==> config.mk <==
export PLATFORM = sky130hd
export DESIGN_NAME = vpu_multi_delay_cntr
export DESIGN_NICKNAME = d
export VERILOG_FILES = /design/src/rtl/vpu_multi_delay_cntr.sv
export SDC_FILE = /design/constraint.sdc
export NUM_CORES = 1
export LEC_CHECK = 0
export ABC_AREA = 1
export CAP_MARGIN = 20
export CORE_UTILIZATION = 45
export CTS_CLUSTER_DIAMETER = 100
export DETAILED_ROUTE_END_ITERATION = 7
export HOLD_SLACK_MARGIN = 0.12
export PLACE_DENSITY = 0.74
export SLEW_MARGIN = 15
export SYNTH_ARGS = -nofsm -noshare
export SYNTH_HDL_FRONTEND = slang
export SYNTH_SLANG_ARGS = --single-unit
==> constraint.sdc <==
create_clock -name clk -period 1.6 [get_ports clk]
set_input_delay 0.24 -clock clk [delete_from_list [all_inputs] [get_ports clk]]
set_output_delay 0.24 -clock clk [all_outputs]
set_load 0.01 [all_outputs]
==> src/rtl/vpu_multi_delay_cntr.sv <==
// Multi-channel programmable delay counter: each channel pulses done_o N cycles after an accepted start.
// Latency: done_o in cycle T+N for a start accepted in cycle T (count 0 behaves as 1); reject_o is same-cycle.
// Backpressure: none; a start while running is rejected, or reloads the count when VPU_MULTI_DELAY_CNTR_RETRIGGER_EN is defined.
module vpu_multi_delay_cntr #(
  parameter int NUM_CH = 4,
  parameter int CNT_W  = 8
) (
  input  logic                      clk,
  input  logic                      rst_n,
  input  logic [NUM_CH-1:0]         start_i,
  input  logic [NUM_CH*CNT_W-1:0]   count_i,
  input  logic [NUM_CH-1:0]         abort_i,
  output logic [NUM_CH-1:0]         busy_o,
  output logic [NUM_CH-1:0]         done_o,
  output logic [NUM_CH-1:0]         reject_o,
  output logic [NUM_CH*CNT_W-1:0]   remain_o
);

  localparam logic [0:0] ST_IDLE = 1'b0;
  localparam logic [0:0] ST_RUN  = 1'b1;

  genvar g;
  generate
    for (g = 0; g < NUM_CH; g++) begin : g_ch
      logic [0:0]       state_q;
      logic [CNT_W-1:0] remain_q;
      logic [CNT_W-1:0] count_in;
      logic [CNT_W-1:0] load_val;
      logic             is_run;
      logic             last;
      logic             accept;
      logic             busy_start;
      logic             reload;

      assign count_in   = count_i[g*CNT_W +: CNT_W];
      // A zero count still needs one cycle to produce its done pulse.
      assign load_val   = (count_in == '0) ? CNT_W'(1) : count_in;
      assign is_run     = (state_q == ST_RUN);
      assign last       = is_run && (remain_q == CNT_W'(1));
      // Abort outranks start: a start in an abort cycle is neither accepted nor rejected.
      assign accept     = start_i[g] && !abort_i[g] && (!is_run || last);
      assign busy_start = start_i[g] && !abort_i[g] && is_run && !last;

`ifdef VPU_MULTI_DELAY_CNTR_RETRIGGER_EN
      assign reload      = accept || busy_start;
      assign reject_o[g] = 1'b0;
`else
      assign reload      = accept;
      assign reject_o[g] = busy_start;
`endif

      // Channel state: abort, then (re)load, then count down to idle.
      always_ff @(posedge clk) begin
        if (!rst_n) begin
          state_q  <= ST_IDLE;
          remain_q <= '0;
        end else if (abort_i[g]) begin
          state_q  <= ST_IDLE;
          remain_q <= '0;
        end else if (reload) begin
          state_q  <= ST_RUN;
          remain_q <= load_val;
        end else if (last) begin
          state_q  <= ST_IDLE;
          remain_q <= '0;
        end else if (is_run) begin
          remain_q <= remain_q - CNT_W'(1);
        end
      end

      assign busy_o[g]                   = is_run;
      assign done_o[g]                   = last && !abort_i[g];
      assign remain_o[g*CNT_W +: CNT_W]  = remain_q;
    end
  endgenerate

endmodule
==> results.cfg <==
[cells_and_area]
drive_gt1_frac = 0.2746
fillers = 496
nets = 680
finalNonFillerCells = 705
final_common_cell = nand2_1
area_delta_synth_final_pct = 57.87
layout_common_cells = nand2_1, buf_4, inv_1
n_antenna_cell = 0

[drt]
drc = 0
vias = 3484
avgViaCountPerCell = 4.942
detail_route.wl_per_cell_microns = 11.94
drt_iter0_drc = 102
ant_nets = 0
firstDrtPassIters = 4
wl_microns = 8415

[power]
combPwrFrac = 0.381
ir_worst_vdd_mv = 0.6419
p_sw_frac = 0.3225
pwr_density_cell_nw_per_um2 = 582.5
switchingPower_uw = 865.0
p_int_uw = 1817
clockPowerShare = 0.257
p_leak_uw = 0.002297
pwr-share-seq = 0.363

[cts]
clock_sinks = 36
cts_tree = built
cts_root_buf = clkbuf_8
insertion_delay_ns = 0.27
htreeDepth = 2
ctsLongestPathBuffers = 2
clkSlewWorstSetupHoldPaths_ns = 0.07
cts_made_buffers = 5

[sta]
relSlewSlack = 0.7905
worst_slew_pin_slew_ns = 0.3139
setup_viol = 1
max_freq_mhz = 607.5
slew_violations = 0
whs_ns = 0.5681
min_period_ns = 1.646
hold_viol = 0
clock_skew_ns = 0.004893
setup_slack_ns = -0.04609
post-route-period-util = 1.029
rsz0062_at_grt = true

[yosys]
synth_sequential_area_ratio = 0.2471
synth_nets = 523
synth.area.top_cells = dfxtp_1, nand2_1, inv_1, nor2_1, nand3_1
ys.flop_type = dfxtp_1
yosys.area.top_type_share = 0.2471
postSynthAreaPerCell_sq_um = 6.166
synth_top_area_cell = dfxtp_1
synth.distinct_cells = 31
synth_edf_count = 0
netlist_area_sq_um = 2917
synth_cells = 473
yosys_warnings = 0
async_reset_ff_frac = 0
ys_seq_elements = 36

[placed_design]
dp_hpwl_microns = 6589
placedCellCount = 693
gp_congestion = 0.9048
port-buffer-count = 85

[global_route]
overflow = 0
grt_pass1_wl_microns = 13140
grt_max_degree = 14
antenna_found_initial = 0
grt_pass1_vias = 3085
grt_use_total = 0.2473

[setup_path]
arrival_ns = 1.41
cp_max_fo = 2
worstPathRequired_ns = 1.36
crit_type = reg2out
critPathLaunchType = register
endpoint_kind = primary output

[die]
start_util = 0.4784
pin_count = 86
die_height_microns = 82.51
die_area_sq_um = 6807
coreArea_sq_um = 6096
num_rows = 28
die_w_microns = 82.51

[hold_path]
holdCritPathClass = in2reg

[outcome]
violations = setup timing
outcome = complete, but fails checks

[flow_run]
cap_violations = 0
==> synthesized netlist by cell type (5+ instances only) <==
cell	number
nor2_1	68
nand4_1	5
nor2_4	12
dfxtp_1	36
nand2_2	6
o21bai_1	7
nor2_2	7
o21ai_0	28
ha_1	8
inv_1	80
a21oi_1	15
buf_4	8
nand3_1	50
nand2_1	104
==> layout make-up <==
cell class,instances,area (sq um),share of cell area
Multi-Input combinational cell,343,1962,0.4261
Timing Repair Buffer,163,1409,0.3060
Tap cell,75,93.84,0.02038
Inverter,81,304.0,0.06603
Sequential cell,36,739.5,0.1606
Clock buffer,7,96.34,0.02092
==> cell families (layout without fill, tap and decap cells) <==
kind of cell | count (synthesis) | count (layout) | synth area share
adders and majority gates | 8 | 8 | 0.03432
DFF | 36 | 36 | 0.2471
xor gates and xnor gates | 4 | 4 | 0.01201
AOI/OAI and AO/OA | 62 | 62 | 0.1291
and+or+nand+nor | 269 | 269 | 0.4419
buffers and inverters | 94 | 251 | 0.1356
==> flip-flops by register name, summed over array words and instances, names as in the netlist <==
signal,count
g_ch.remain_q,32
g_ch.is_run,4
==> worst max-delay path: stages, from the launching register on <==
cell	delay, ns
dfxtp_2	0.33
inv_2	0.07
ha_4	0.12
nand2_1	0.04
nor2_1	0.10
nand2_1	0.09
buf_4	0.14
nor3_4	0.09
buf_2	0.15
==> through the flow <==
step	TNS (ns)	area [sq um]	setup WS (ns)	power, uW	utilization
final	-0.04609	4604	-0.04609	2682	0.7553
after global routing	-0.2659	4604	-0.1702	2855	0.7553
after CTS	-0.03811	4476	-0.03811	2663	0.7342
after detailed placement	-4.925	4318	-0.3655	1948	0.7083
after global placement	-4.223	4318	-0.3847	1927	0.7083
after floorplan	0	2917	0.1642	1514	-
==> metal layers <==
layer,share of wire,GRT usage
met1,0.45,0.3001
met2,0.48,0.4512
met3,0.063,0.04505
met4,0.0055,0.05345
met5,0,0
==> power groups by stage <==
stage,combinational (uW),clock [uW],sequential [uW]
2_1_floorplan,493,0,1020
3_3_place_gp,946,0,981
3_5_place_dp,965,0,983
4_1_cts,985,713,966
5_1_grt,1130,752,977
6_report,1020,689,973
==> final timing paths <==
| path | from | endpoint | slack (ns) | cells after the start |
|---|---|---|---|---|
| max | g_ch[3].remain_q[1]$_SDFFE_PP0P_ | done_o[3] | -0.05 | 8 |
| min | count_i[26] | g_ch[3].remain_q[2]$_SDFFE_PP0P_ | 0.57 | 3 |
| max reg2reg | g_ch[2].remain_q[1]$_SDFFE_PP0P_ | g_ch[2].remain_q[2]$_SDFFE_PP0P_ | 0.10 | 10 |
| min reg2reg | g_ch[1].remain_q[1]$_SDFFE_PP0P_ | g_ch[1].remain_q[1]$_SDFFE_PP0P_ | 0.64 | 3 |
==> what timing repair did <==
item                                    4_1_cts  5_1_grt
endpoints found under the setup margin       10       28
gates resized for setup                      55       41
buffers inserted                              4        2
hold buffers                                  0        0
pin swaps                                     6        9
No activity file was read; power rests on OpenSTA's default activity.
